### src/rtl/ls_p1.sv
// Load/store stage 1: single-outstanding data-memory request, byte-lane steering and load extension.
// Optional macro MISALIGN_TRAP_EN turns misaligned halfword/word accesses into a trapping writeback.
package ls_p1_pkg;
    localparam int LS_RD_W = 7;

    typedef enum logic [3:0] {
        LS_NOP, LS_LB, LS_LBU, LS_LH, LS_LHU, LS_LW, LS_SB, LS_SH, LS_SW
    } ls_func_e;

    typedef struct packed {
        ls_func_e             ls_func;
        logic [31:0]          addr;
        logic [31:0]          data;
        logic [LS_RD_W-1:0]   rd;
    } instruction_ls_t;
endpackage

module ls_p1
    import ls_p1_pkg::*;
#(
    parameter int RD_W   = LS_RD_W,
    parameter int ADDR_W = 32
) (
    input  logic                  clk,
    input  logic                  reset,
    input  instruction_ls_t       instruction_i,
    output logic                  ready_i,
    output logic                  dmem_req_o,
    output logic                  dmem_we_o,
    output logic [ADDR_W-1:0]     dmem_addr_o,
    output logic [3:0]            dmem_be_o,
    output logic [31:0]           dmem_wdata_o,
    input  logic                  dmem_gnt_i,
    input  logic                  dmem_rvalid_i,
    input  logic [31:0]           dmem_rdata_i,
    output logic                  wb_valid_o,
    output logic [RD_W-1:0]       wb_rd_o,
    output logic [31:0]           wb_data_o,
`ifdef MISALIGN_TRAP_EN
    output logic                  wb_misalign_o,
`endif
    input  logic                  wb_ready_i
);

    typedef enum logic [1:0] {S_IDLE, S_REQ, S_WAIT, S_WB} state_e;

    state_e              state_reg, state_next;
    logic                ready_reg, ready_next;
    logic                req_reg, req_next;
    logic                we_reg, we_next;
    logic [ADDR_W-1:0]   addr_reg, addr_next;
    logic [3:0]          be_reg, be_next;
    logic [31:0]         wdata_reg, wdata_next;
    ls_func_e            func_reg, func_next;
    logic [1:0]          off_reg, off_next;
    logic [RD_W-1:0]     cmd_rd_reg, cmd_rd_next;
    logic                wb_valid_reg, wb_valid_next;
    logic [RD_W-1:0]     wb_rd_reg, wb_rd_next;
    logic [31:0]         wb_data_reg, wb_data_next;
`ifdef MISALIGN_TRAP_EN
    logic                misalign_reg, misalign_next;
    logic                in_misalign;
`endif

    logic                in_valid, in_store;
    logic [1:0]          in_off;
    logic [3:0]          sb_be;
    logic [31:0]         sb_wdata, sh_wdata;
    logic [1:0]          ld_off;
    logic [31:0]         ld_word, ld_result;

    assign in_valid = (instruction_i.ls_func != LS_NOP);
    assign in_store = instruction_i.ls_func inside {LS_SB, LS_SH, LS_SW};
    assign in_off   = instruction_i.addr[1:0];

    // Store data is replicated across every lane so the byte enables alone select the target bytes.
    genvar gi;
    generate
        for (gi = 0; gi < 4; gi++) begin : g_byte_lane
            assign sb_be[gi]            = (in_off == 2'(gi));
            assign sb_wdata[8*gi +: 8]  = instruction_i.data[7:0];
        end
        for (gi = 0; gi < 2; gi++) begin : g_half_lane
            assign sh_wdata[16*gi +: 16] = instruction_i.data[15:0];
        end
    endgenerate

`ifdef MISALIGN_TRAP_EN
    assign in_misalign =
        ((instruction_i.ls_func inside {LS_LH, LS_LHU, LS_SH}) && instruction_i.addr[0]) ||
        ((instruction_i.ls_func inside {LS_LW, LS_SW}) && (instruction_i.addr[1:0] != 2'b00));
`endif

    // Halfword loads drop addr[0] so a misaligned LH silently reads the aligned halfword.
    always_comb begin
        ld_off    = (func_reg inside {LS_LH, LS_LHU}) ? {off_reg[1], 1'b0} : off_reg;
        ld_word   = dmem_rdata_i >> {ld_off, 3'b000};
        ld_result = dmem_rdata_i;
        case (func_reg)
            LS_LB:   ld_result = {{24{ld_word[7]}}, ld_word[7:0]};
            LS_LBU:  ld_result = {24'h0, ld_word[7:0]};
            LS_LH:   ld_result = {{16{ld_word[15]}}, ld_word[15:0]};
            LS_LHU:  ld_result = {16'h0, ld_word[15:0]};
            default: ld_result = dmem_rdata_i;
        endcase
    end

    always_comb begin
        state_next    = state_reg;
        ready_next    = ready_reg;
        req_next      = req_reg;
        we_next       = we_reg;
        addr_next     = addr_reg;
        be_next       = be_reg;
        wdata_next    = wdata_reg;
        func_next     = func_reg;
        off_next      = off_reg;
        cmd_rd_next   = cmd_rd_reg;
        wb_valid_next = wb_valid_reg;
        wb_rd_next    = wb_rd_reg;
        wb_data_next  = wb_data_reg;
`ifdef MISALIGN_TRAP_EN
        misalign_next = misalign_reg;
`endif
        case (state_reg)
            S_IDLE: begin
                if (ready_reg && in_valid) begin
                    func_next   = instruction_i.ls_func;
                    off_next    = in_off;
                    cmd_rd_next = RD_W'(instruction_i.rd);
                    ready_next  = 1'b0;
`ifdef MISALIGN_TRAP_EN
                    if (in_misalign) begin
                        state_next    = S_WB;
                        wb_valid_next = 1'b1;
                        misalign_next = 1'b1;
                        wb_data_next  = instruction_i.addr;
                        wb_rd_next    = in_store ? '0 : RD_W'(instruction_i.rd);
                    end else
`endif
                    begin
                        state_next = S_REQ;
                        req_next   = 1'b1;
                        we_next    = in_store;
                        addr_next  = {instruction_i.addr[ADDR_W-1:2], 2'b00};
                        case (instruction_i.ls_func)
                            LS_SB: begin
                                be_next    = sb_be;
                                wdata_next = sb_wdata;
                            end
                            LS_SH: begin
                                be_next    = in_off[1] ? 4'b1100 : 4'b0011;
                                wdata_next = sh_wdata;
                            end
                            default: begin
                                be_next    = 4'b1111;
                                wdata_next = instruction_i.data;
                            end
                        endcase
                    end
                end
            end
            S_REQ: begin
                if (dmem_gnt_i) begin
                    req_next = 1'b0;
                    if (we_reg) begin
                        state_next = S_IDLE;
                        ready_next = 1'b1;
                    end else begin
                        state_next = S_WAIT;
                    end
                end
            end
            S_WAIT: begin
                if (dmem_rvalid_i) begin
                    state_next    = S_WB;
                    wb_valid_next = 1'b1;
                    wb_rd_next    = cmd_rd_reg;
                    wb_data_next  = ld_result;
`ifdef MISALIGN_TRAP_EN
                    misalign_next = 1'b0;
`endif
                end
            end
            default: begin
                if (wb_ready_i) begin
                    state_next    = S_IDLE;
                    wb_valid_next = 1'b0;
                    ready_next    = 1'b1;
                end
            end
        endcase
    end

    always_ff @(posedge clk) begin
        if (reset) begin
            state_reg    <= S_IDLE;
            ready_reg    <= 1'b1;
            req_reg      <= 1'b0;
            we_reg       <= 1'b0;
            addr_reg     <= '0;
            be_reg       <= '0;
            wdata_reg    <= '0;
            func_reg     <= LS_NOP;
            off_reg      <= '0;
            cmd_rd_reg   <= '0;
            wb_valid_reg <= 1'b0;
            wb_rd_reg    <= '0;
            wb_data_reg  <= '0;
`ifdef MISALIGN_TRAP_EN
            misalign_reg <= 1'b0;
`endif
        end else begin
            state_reg    <= state_next;
            ready_reg    <= ready_next;
            req_reg      <= req_next;
            we_reg       <= we_next;
            addr_reg     <= addr_next;
            be_reg       <= be_next;
            wdata_reg    <= wdata_next;
            func_reg     <= func_next;
            off_reg      <= off_next;
            cmd_rd_reg   <= cmd_rd_next;
            wb_valid_reg <= wb_valid_next;
            wb_rd_reg    <= wb_rd_next;
            wb_data_reg  <= wb_data_next;
`ifdef MISALIGN_TRAP_EN
            misalign_reg <= misalign_next;
`endif
        end
    end

    assign ready_i      = ready_reg;
    assign dmem_req_o   = req_reg;
    assign dmem_we_o    = we_reg;
    assign dmem_addr_o  = addr_reg;
    assign dmem_be_o    = be_reg;
    assign dmem_wdata_o = wdata_reg;
    assign wb_valid_o   = wb_valid_reg;
    assign wb_rd_o      = wb_rd_reg;
    assign wb_data_o    = wb_data_reg;
`ifdef MISALIGN_TRAP_EN
    assign wb_misalign_o = misalign_reg;
`endif

endmodule

### config.mk
export PLATFORM = sky130hd
export DESIGN_NAME = ls_p1
export DESIGN_NICKNAME = d
export VERILOG_FILES = /design/src/rtl/ls_p1.sv
export SDC_FILE = /design/constraint.sdc
export NUM_CORES = 1
export LEC_CHECK = 0
export BUFFER_PORTS_ARGS = -buffer_cell sky130_fd_sc_hd__buf_2
export CORE_MARGIN = 2
export CORE_UTILIZATION = 44
export CTS_CLUSTER_SIZE = 12
export DETAILED_ROUTE_END_ITERATION = 10
export PLACE_DENSITY_LB_ADDON = 0.2
export SLEW_MARGIN = 20
export SYNTH_ARGS = -nofsm -noshare
export SYNTH_HDL_FRONTEND = slang
export SYNTH_SLANG_ARGS = --single-unit
### constraint.sdc
create_clock -name clk -period 1.85 [get_ports clk]
set_input_delay 0.37 -clock clk [delete_from_list [all_inputs] [get_ports clk]]
set_output_delay 0.37 -clock clk [all_outputs]
set_load 0.02 [all_outputs]
==> results.py, run 1 <==
metrics = {
    "sta": {
        "slew_headroom": 0.5532,
        "finalWorstSetupSlack_ns": 0.02463,
        "fin_skew_ns": 0.005384,
        "max_freq_mhz": 547.8,
        "fin_crit_sh": 0.9867,
        "rsz0062_at_grt": "yes",
        "fin_crit_ns": 1.825,
        "hold_violations": 0,
        "setup_violations": 0,
        "worst_pin_slew_ns": 0.6630,
        "drv_slew": 0,
    },
    "placed_design": {
        "dpl.hpwl_um": 11230,
        "place_area_um2": 6933,
        "routabilityCongestion": 0.9252,
        "dp_cells": 1008,
        "dp_slack_ns": -0.05626,
        "numPortBuffers": 220,
    },
    "grt": {
        "grt.total_usage": 0.2410,
        "grt_pass1_vias": 5204,
        "grt_pass1_wl_um": 25230,
        "grt.overflow.total": 0,
        "antenna_found_initial": 0,
        "grt_max_degree": 47,
    },
    "synthesis": {
        "synth_flop_cell": "dfxtp_1",
        "ys_async_sr_fraction": 0,
        "syn_area_um2": 5477,
        "synth_area_per_cell_um2": 8.530,
        "synth_cell_types": 46,
        "synth_enable_flop_cells": 0,
        "syn_inst": 642,
        "seq_area_frac_synth": 0.4533,
        "yosysWarnings": 0,
        "synth.ff_latch_count": 124,
    },
    "cts": {
        "ctsHoldBuffers": 0,
        "clk_pin_slew_worst_paths_ns": 0.05,
        "cts_tree": "yes",
        "cts-htree-levels": 4,
        "cts_inserted_buffers": 17,
        "cts_sinks": 124,
        "clk_latency_ns": 0.41,
        "clock_path_buffers": 2,
        "cts_setup_buffers": 0,
        "cts_root_buffer": "clkbuf_16",
    },
    "drt": {
        "routedWlPerCell_um": 15.42,
        "firstDrtPassIters": 5,
        "ant_nets": 0,
        "via_per_inst": 5.319,
        "drt-total-wl_um": 16030,
        "drt_iter0_drc": 335,
        "vias": 5532,
        "drc_errors": 0,
    },
    "critical_path": {
        "worstPathRequired_ns": 2.18,
        "worstSetupEndpointType": "register",
        "critPathLaunchType": "register",
        "cp.arrival_ns": 2.15,
        "crit_start": "func_reg[1]$_SDFFE_PP0P_",
        "slowest_delay_ns": 0.58,
        "critPathKind": "register to register",
        "r2r-start": "func_reg[1]$_SDFFE_PP0P_",
        "crit_chain": "or4b_4, a2111oi_4, nor3_4, buf_12, a211oi_2",
        "crit_path_top_delay_cell": "or4b_4",
        "crit_fanout": 12,
    },
    "hold_path": {
        "hold_path.class": "input port to register",
        "min_from": "instruction_i[65]",
    },
    "finish": {
        "nets": 972,
        "layout_common_cells": "219 x buf_2, 160 x nand2_1, 120 x dfxtp_1",
        "fin_cells": 1040,
        "design_area_um2": 7601,
        "area_delta_synth_final_pct": 38.79,
        "drive_gt1_frac": 0.3761,
        "fillCellCount": 1044,
        "diodes": 0,
        "mostFrequentLayoutCell": "buf_2",
    },
    "power": {
        "clockPowerShare": 0.283,
        "pwr-share-comb": 0.405,
        "seq_power_share": 0.312,
        "p_leak_nw": 3.417,
        "p_sw_frac": 0.3795,
        "powerDensity_nw_per_um2": 1605,
        "irDropWorstVdd_mv": 0.7524,
        "p_int_mw": 7.568,
        "switching_power_mw": 4.629,
    },
    "floorplan": {
        "dieArea_um2": 13360,
        "core.rowCount": 40,
        "start_util": 0.4540,
        "pin_count": 223,
        "die_y_um": 115.6,
        "dieWidth_um": 115.6,
        "coreArea_um2": 12060,
    },
    "job": {
        "maxCapViolations": 0,
    },
    "outcome": {
        "status": "complete, no violations",
    },
}
[timing repair]
action,4_1_cts,5_1_grt
pin swaps,2,2
resized for setup,3,10
endpoints found under the setup margin,5,24
gates cloned,1,0
[per-layer routing]
metal / vias up / track usage / part of all wire
met3: 36 / 0.07165 / 0.076
met1: 2567 / 0.2965 / 0.43
met2: 235 / 0.3926 / 0.47
met4: 0 / 0.1052 / 0.027
met5: - / 0 / 0
li1: 2694 / - / -
[worst paths after layout]
| kind | end | slack, ns | cells past startpoint |
|---|---|---|---|
| worst max-delay path | wb_data_o[30]$_SDFFE_PP0P_ | 0.02 | 5 |
| worst min-delay path | dmem_addr_o[26]$_SDFFE_PP0P_ | 0.19 | 3 |
| worst max register to register | wb_data_o[30]$_SDFFE_PP0P_ | 0.02 | 5 |
| worst min register to register | wb_rd_o[4]$_SDFFE_PP0P_ | 0.45 | 2 |
[cell families (layout without fill, tap and decap cells)]
logic type | Yosys count | in the layout | synth area share
buffers and inverters | 66 | 294 | 0.05277
flip-flops | 124 | 124 | 0.4533
AO/OA/AOI/OAI | 168 | 168 | 0.2152
other | 1 | 2 | 0.0006847
multiplexers | 40 | 40 | 0.09093
AND/OR/NAND/NOR | 243 | 244 | 0.1871
[synth_stat cells, types with 3 or more instances]
library cell | instances | share of area
a211oi_1 | 28 | 0.038
a211oi_2 | 10 | 0.023
a21o_1 | 7 | 0.0096
a21oi_1 | 70 | 0.064
a221oi_1 | 15 | 0.024
a311oi_1 | 3 | 0.0048
buf_2 | 9 | 0.0082
buf_6 | 3 | 0.0062
clkbuf_1 | 42 | 0.029
dfxtp_1 | 124 | 0.45
inv_1 | 8 | 0.0055
mux2_2 | 8 | 0.016
mux2i_1 | 25 | 0.046
mux4_2 | 7 | 0.029
nand2_1 | 160 | 0.11
nand2b_1 | 3 | 0.0034
nand3_1 | 4 | 0.0037
nand3b_1 | 8 | 0.011
nor2_1 | 48 | 0.033
nor3_1 | 7 | 0.0064
o211ai_1 | 8 | 0.011
o21ai_0 | 10 | 0.0091
o41ai_1 | 7 | 0.011
[cell type report]
class	instances	area, um^2	area share
clock buffers	24	471.7	0.06206
clock inverters	7	137.6	0.01811
inverters	8	30.03	0.003951
multi-input cells	454	2785	0.3664
flip-flops and latches	124	2487	0.3272
well taps	168	210.2	0.02765
repair buffers	255	1479	0.1946
[stage by stage]
step	utilization	TNS, ns	hold slack [ns]	total power, mW
2_1_floorplan	-	-0.1376	0.4321	6.999
3_3_place_gp	0.5748	0	0.4392	8.548
6_report	0.6302	0	0.1945	12.20
5_1_grt	0.6302	-0.09485	0.1798	12.91
4_1_cts	0.6268	-0.007128	0.1760	12.25
3_5_place_dp	0.5748	-0.1297	0.4456	8.713
[power groups by stage]
stage               logic (mW)  clock network, mW  registers (mW)
detailed placement        4.88                  0            3.83
floorplan                 2.43                  0            4.57
global placement          4.74                  0            3.80
global route              5.40               3.63            3.89
CTS                       4.93               3.51            3.80
finish                    4.94               3.45            3.80
[critical path: cells and delay by family (launching register included)]
kind,cells,cell delay (ns)
buffers and inverters,1,0.16
flip-flops,1,0.33
AO/OA/AOI/OAI,2,0.59
AND/OR/NAND/NOR,2,0.66
Power figures use the tool's default switching activity.
==> run 2, diff against run 1 <==
--- a/config.mk
+++ b/config.mk
@@ -5,6 +5,7 @@
 export SDC_FILE = /design/constraint.sdc
 export NUM_CORES = 1
 export LEC_CHECK = 0
+export ABC_AREA = 1
 export BUFFER_PORTS_ARGS = -buffer_cell sky130_fd_sc_hd__buf_2
 export CORE_MARGIN = 2
 export CORE_UTILIZATION = 44
==> results.py, run 2 <==
metrics = {
    "power": {
        "irDropWorstVdd_mv": 0.8972,
        "p_sw_frac": 0.4038,
        "seq_power_share": 0.314,
        "powerDensity_nw_per_um2": 1652,
        "p_int_mw": 7.275,
        "clockPowerShare": 0.260,
        "p_leak_nw": 3.599,
        "switching_power_mw": 4.928,
        "pwr-share-comb": 0.426,
    },
    "sta": {
        "hold_violations": 0,
        "slew_headroom": 0.4934,
        "setup_tns_ns": 0,
        "finalWorstSetupSlack_ns": 0.1353,
        "setup_violations": 0,
        "worst_pin_slew_ns": 0.7590,
        "max_freq_mhz": 583.2,
        "rsz0062_at_grt": "no",
        "fin_skew_ns": 0.007779,
        "drv_slew": 0,
        "fin_crit_sh": 0.9269,
        "fin_crit_ns": 1.715,
    },
    "cts": {
        "clk_latency_ns": 0.41,
        "cts_root_buffer": "clkbuf_16",
        "clk_pin_slew_worst_paths_ns": 0.06,
        "cts_inserted_buffers": 17,
        "clock_path_buffers": 2,
        "cts_sinks": 124,
        "cts-htree-levels": 4,
        "ctsHoldBuffers": 0,
        "cts_resized": 0,
        "cts_tree": "yes",
        "cts_setup_buffers": 0,
    },
    "synthesis": {
        "yosysTopAreaCellShare": 0.4502,
        "syn_area_um2": 5514,
        "synth_area_per_cell_um2": 7.265,
        "syn_inst": 759,
        "synth_top_area_cell": "dfxtp_1",
        "synth_enable_flop_cells": 0,
        "synth_flop_cell": "dfxtp_1",
        "synth_cell_types": 29,
        "yosysMostFrequentCell": "nand2_1",
        "yosysWarnings": 0,
        "seq_area_frac_synth": 0.4502,
        "yosys-top-cells-area": "dfxtp_1 45%, nand2_1 14%, a21oi_1 7.9%",
        "synth.ff_latch_count": 124,
        "ys_async_sr_fraction": 0,
        "yosys-top-cells-count": "212 x nand2_1, 124 x dfxtp_1, 87 x a21oi_1",
    },
    "critical_path": {
        "reg2reg_to": "wb_data_o[9]$_SDFFE_PP0P_",
        "rrSetupSlack_ns": 0.14,
        "critPathLaunchType": "register",
        "r2r-start": "func_reg[0]$_SDFFE_PP0P_",
        "worstSetupEndpointType": "register",
        "worstPathRequired_ns": 2.18,
        "crit_fanout": 9,
        "cp.arrival_ns": 2.05,
        "critPathKind": "register to register",
        "reg2regPathDepth": 8,
    },
    "drt": {
        "drc_errors": 0,
        "firstDrtPassIters": 5,
        "via_per_inst": 5.153,
        "vias": 5905,
        "drt_iter0_drc": 626,
        "routedWlPerCell_um": 14.46,
        "drt-total-wl_um": 16570,
        "ant_nets": 0,
    },
    "placed_design": {
        "routabilityCongestion": 0.9186,
        "numPortBuffers": 220,
        "dpl.hpwl_um": 11710,
        "dp_slack_ns": 0.1446,
    },
    "floorplan": {
        "coreArea_um2": 12110,
        "dieArea_um2": 13440,
        "dieWidth_um": 115.9,
        "pin_count": 223,
        "core.rowCount": 40,
        "die_y_um": 115.9,
        "start_util": 0.4553,
    },
    "grt": {
        "grt.total_usage": 0.2452,
        "antenna_found_initial": 1,
        "grt.overflow.total": 0,
        "grt_pass1_vias": 5371,
        "grt_pass1_wl_um": 25930,
        "grt_max_degree": 83,
    },
    "finish": {
        "area_delta_synth_final_pct": 33.95,
        "nets": 1079,
        "fillCellCount": 1171,
        "mostFrequentLayoutCell": "buf_2",
        "diodes": 0,
        "layout_common_cells": "220 x buf_2, 212 x nand2_1, 124 x dfxtp_1",
        "drive_gt1_frac": 0.2955,
    },
    "hold_path": {
        "min_path_cells": 3,
        "min_from": "instruction_i[44]",
        "hold_path.class": "input port to register",
        "hold_path_end": "dmem_addr_o[5]$_SDFFE_PP0P_",
    },
    "outcome": {
        "status": "complete, no violations",
    },
    "job": {
        "maxCapViolations": 0,
    },
}
run 2: critical path: stages, from the launching register on:
cell     delay (ns)
dfxtp_1        0.32
nor2_2         0.18
nand3_2        0.19
buf_4          0.23
nand2_1        0.26
nand3_1        0.12
nand3_1        0.11
nand2_1        0.08
a21oi_1        0.15
run 2: final cells by class:
class                      count  area [um^2]  share of cell area
timing repair buffer         241         1346              0.1823
inverter                      54        202.7             0.02744
tap                          168        210.2             0.02846
clock inverter                 7        90.09             0.01220
clock buffer                  23        478.0             0.06471
sequential                   124         2482              0.3361
multi-input combinational    529         2576              0.3488
run 2: worst max path at each step:
stage,startpoint,endpoint,slack [ns],cells past startpoint
final,func_reg[0]$_SDFFE_PP0P_,wb_data_o[9]$_SDFFE_PP0P_,0.14,8
after global routing,func_reg[1]$_SDFFE_PP0P_,wb_data_o[20]$_SDFFE_PP0P_,0.02,10
after CTS,func_reg[0]$_SDFFE_PP0P_,wb_data_o[29]$_SDFFE_PP0P_,0.17,10
after detailed placement,instruction_i[74],dmem_wdata_o[22]$_SDFFE_PP0P_,0.14,10
after global placement,instruction_i[74],dmem_wdata_o[21]$_SDFFE_PP0P_,0.20,10
after floorplan,instruction_i[72],dmem_wdata_o[16]$_SDFFE_PP0P_,0.38,10
run 2: routing by layer:
layer	global-route usage	routed length, um	vias up
met5	0	13	-
met1	0.3110	7139	2683
met2	0.3949	7794	247
li1	-	-	2948
met4	0.08651	229	2
met3	0.07793	1391	25
run 2: kinds of logic after synthesis:
| logic type | share of synthesized area |
|---|---|
| simple gates | 0.2435 |
| compound gates | 0.2201 |
| flops | 0.4502 |
| buf+inv | 0.08555 |
| other cells | 0.0006801 |
run 2: through the flow:
stage | std cells | util | hold slack (ns) | power [mW] | instance area [um^2]
global route | 1146 | 0.6098 | 0.1983 | 13.02 | 7386
CTS | 1146 | 0.6098 | 0.1892 | 12.27 | 7386
global placement | 1116 | 0.5629 | 0.4492 | 9.013 | 6818
floorplan | 760 | - | 0.4449 | 7.350 | 5518
finish | 1146 | 0.6098 | 0.2044 | 12.20 | 7386
detailed placement | 1116 | 0.5629 | 0.4536 | 9.054 | 6818
run 2: power groups by stage:
| stage | clock (mW) | sequential (mW) | combinational, mW |
|---|---|---|---|
| 2_1_floorplan | 0 | 4.59 | 2.76 |
| 3_5_place_dp | 0 | 3.86 | 5.20 |
| 3_3_place_gp | 0 | 3.86 | 5.15 |
| 6_report | 3.18 | 3.83 | 5.20 |
| 5_1_grt | 3.38 | 3.91 | 5.73 |
| 4_1_cts | 3.23 | 3.83 | 5.21 |
==> run 3, diff against run 2 <==
==> constraint.sdc (replaced) <==
create_clock -name clk -period 1.85 [get_ports clk]
set_input_delay 0.185 -clock clk [delete_from_list [all_inputs] [get_ports clk]]
set_output_delay 0.185 -clock clk [all_outputs]
set_load 0.02 [all_outputs]
==> results.py, run 3 (synthesized netlist as in run 2, its figures left out) <==
metrics = {
    "sta": {
        "slew_headroom": 0.3978,
        "setup_tns_ns": 0,
        "hold_violations": 0,
        "fin_crit_ns": 1.681,
        "fin_skew_ns": 0.005853,
        "fin_crit_sh": 0.9086,
        "worst_pin_slew_ns": 0.9033,
        "holdWs_ns": 0.01811,
        "rsz0062_at_grt": "no",
        "setup_violations": 0,
        "drv_slew": 0,
        "max_freq_mhz": 594.9,
    },
    "placed_design": {
        "routabilityCongestion": 0.9303,
        "numPortBuffers": 220,
        "dpl.hpwl_um": 11700,
    },
    "grt": {
        "grt.total_usage": 0.2455,
        "antenna_found_initial": 0,
        "grt_max_degree": 83,
        "grt_pass1_vias": 5339,
        "grt.overflow.total": 0,
        "busiest_layer": "met2",
        "met3_usage": 0.09310,
        "grt_pass1_wl_um": 26020,
        "met2_usage": 0.3708,
        "met1_usage": 0.3225,
    },
    "power": {
        "p_int_mw": 6.944,
        "clockPowerShare": 0.251,
        "p_leak_nw": 3.597,
        "seq_power_share": 0.320,
        "switching_power_mw": 4.992,
        "p_sw_frac": 0.4182,
        "irDropWorstVdd_mv": 0.8178,
        "powerDensity_nw_per_um2": 1614,
        "pwr-share-comb": 0.428,
    },
    "drt": {
        "ant_nets": 0,
        "drt-total-wl_um": 16650,
        "drt_iter0_drc": 585,
        "routedWlPerCell_um": 14.42,
        "firstDrtPassIters": 5,
        "vias": 5871,
        "drc_errors": 0,
        "via_per_inst": 5.083,
    },
    "floorplan": {
        "coreArea_um2": 12110,
        "dieWidth_um": 115.9,
        "die_y_um": 115.9,
        "pin_count": 223,
        "start_util": 0.4553,
        "core.rowCount": 40,
        "dieArea_um2": 13440,
    },
    "critical_path": {
        "reg2reg_to": "wb_data_o[20]$_SDFFE_PP0P_",
        "crit_start": "func_reg[2]$_SDFFE_PP0P_",
        "endpoint": "wb_data_o[20]$_SDFFE_PP0P_",
        "critPathKind": "register to register",
        "rrSetupSlack_ns": 0.17,
        "r2r-start": "func_reg[2]$_SDFFE_PP0P_",
        "worstPathRequired_ns": 2.15,
        "cp.arrival_ns": 1.98,
        "critPathLaunchType": "register",
        "crit_fanout": 16,
        "worstSetupEndpointType": "register",
        "reg2regPathDepth": 10,
    },
    "cts": {
        "clk_pin_slew_worst_paths_ns": 0.06,
        "clk_latency_ns": 0.41,
        "cts_root_buffer": "clkbuf_16",
        "cts-htree-levels": 4,
        "cts_sinks": 124,
        "clock_path_buffers": 2,
        "cts_setup_buffers": 0,
        "cts_inserted_buffers": 17,
        "cts_tree": "yes",
    },
    "finish": {
        "nets": 1086,
        "drive_gt1_frac": 0.2938,
        "fin_util": 0.6107,
        "multi_input_comb_area_um2": 2576,
        "mostFrequentLayoutCell": "buf_2",
        "area_delta_synth_final_pct": 34.15,
        "diodes": 0,
        "fillCellCount": 1156,
        "seq_area_um2": 2482,
        "layout_common_cells": "220 x buf_2, 212 x nand2_1, 124 x dfxtp_1",
    },
    "hold_path": {
        "hold_path.class": "input port to register",
        "min_from": "instruction_i[31]",
    },
    "outcome": {
        "status": "complete, no violations",
    },
    "job": {
        "maxCapViolations": 0,
    },
}
[run 3: cell types whose count changed in the layout (fill, tap and decap cells not counted)]
cell / change
buf_12: -3
buf_4: +1
bufinv_16: -2
clkbuf_1: -1
clkinv_2: +1
clkinv_4: +2
clkinvlp_4: +2
dlygate4sd3_1: +9
[run 3: worst min path at each step]
| stage | endpoint | cells after the start |
|---|---|---|
| 2_1_floorplan | dmem_addr_o[22]$_SDFFE_PP0P_ | 2 |
| 3_3_place_gp | dmem_addr_o[6]$_SDFFE_PP0P_ | 3 |
| 3_5_place_dp | dmem_addr_o[20]$_SDFFE_PP0P_ | 3 |
| 4_1_cts | dmem_addr_o[27]$_SDFFE_PP0P_ | 3 |
| 5_1_grt | dmem_addr_o[21]$_SDFFE_PP0P_ | 3 |
| 6_report | dmem_wdata_o[24]$_SDFFE_PP0P_ | 3 |
[run 3: cell type report]
cell class | count | area share
clock buffers | 22 | 0.06411
multi-input cells | 529 | 0.3483
repair buffers | 248 | 0.1871
inverters | 54 | 0.02740
clock inverters | 10 | 0.009134
well taps | 168 | 0.02842
flip-flops and latches | 124 | 0.3356
[run 3: timing repair]
item	CTS	global route
gates resized for setup	0	0
setup endpoints to repair	0	0
hold buffers	9	0
hold endpoints to repair	9	0
[run 3: layer usage]
layer,up-vias,share of wire
li1,2959,-
met1,2637,0.44
met2,250,0.45
met3,25,0.086
met4,0,0.019
met5,-,0
[run 3: through the flow]
| stage | cells | setup WS [ns] | total power, mW | cell area (um^2) |
|---|---|---|---|---|
| after floorplan | 760 | 0.3895 | 7.350 | 5518 |
| after global placement | 1114 | 0.2688 | 8.886 | 6765 |
| after detailed placement | 1114 | 0.2065 | 8.935 | 6765 |
| after CTS | 1155 | 0.1853 | 11.98 | 7397 |
| after global routing | 1155 | 0.02857 | 12.74 | 7397 |
| final | 1155 | 0.1690 | 11.94 | 7397 |
[run 3: critical path, stage by stage, from the launching register on]
cell and delay [ns]:
dfxtp_1 0.35, nor2_1 0.08, nand2_2 0.19, nand3_4 0.15, nand2_1 0.10, nand3_2 0.09
nand3_4 0.17, o21ai_4 0.09, buf_12 0.15, o21bai_1 0.13, inv_1 0.06
[run 3: power groups by stage]
stage,combinational [mW],clock (mW),sequential (mW)
2_1_floorplan,2.76,0,4.59
6_report,5.11,3.00,3.82
5_1_grt,5.65,3.19,3.91
4_1_cts,5.11,3.05,3.82
3_3_place_gp,5.04,0,3.85
3_5_place_dp,5.08,0,3.85
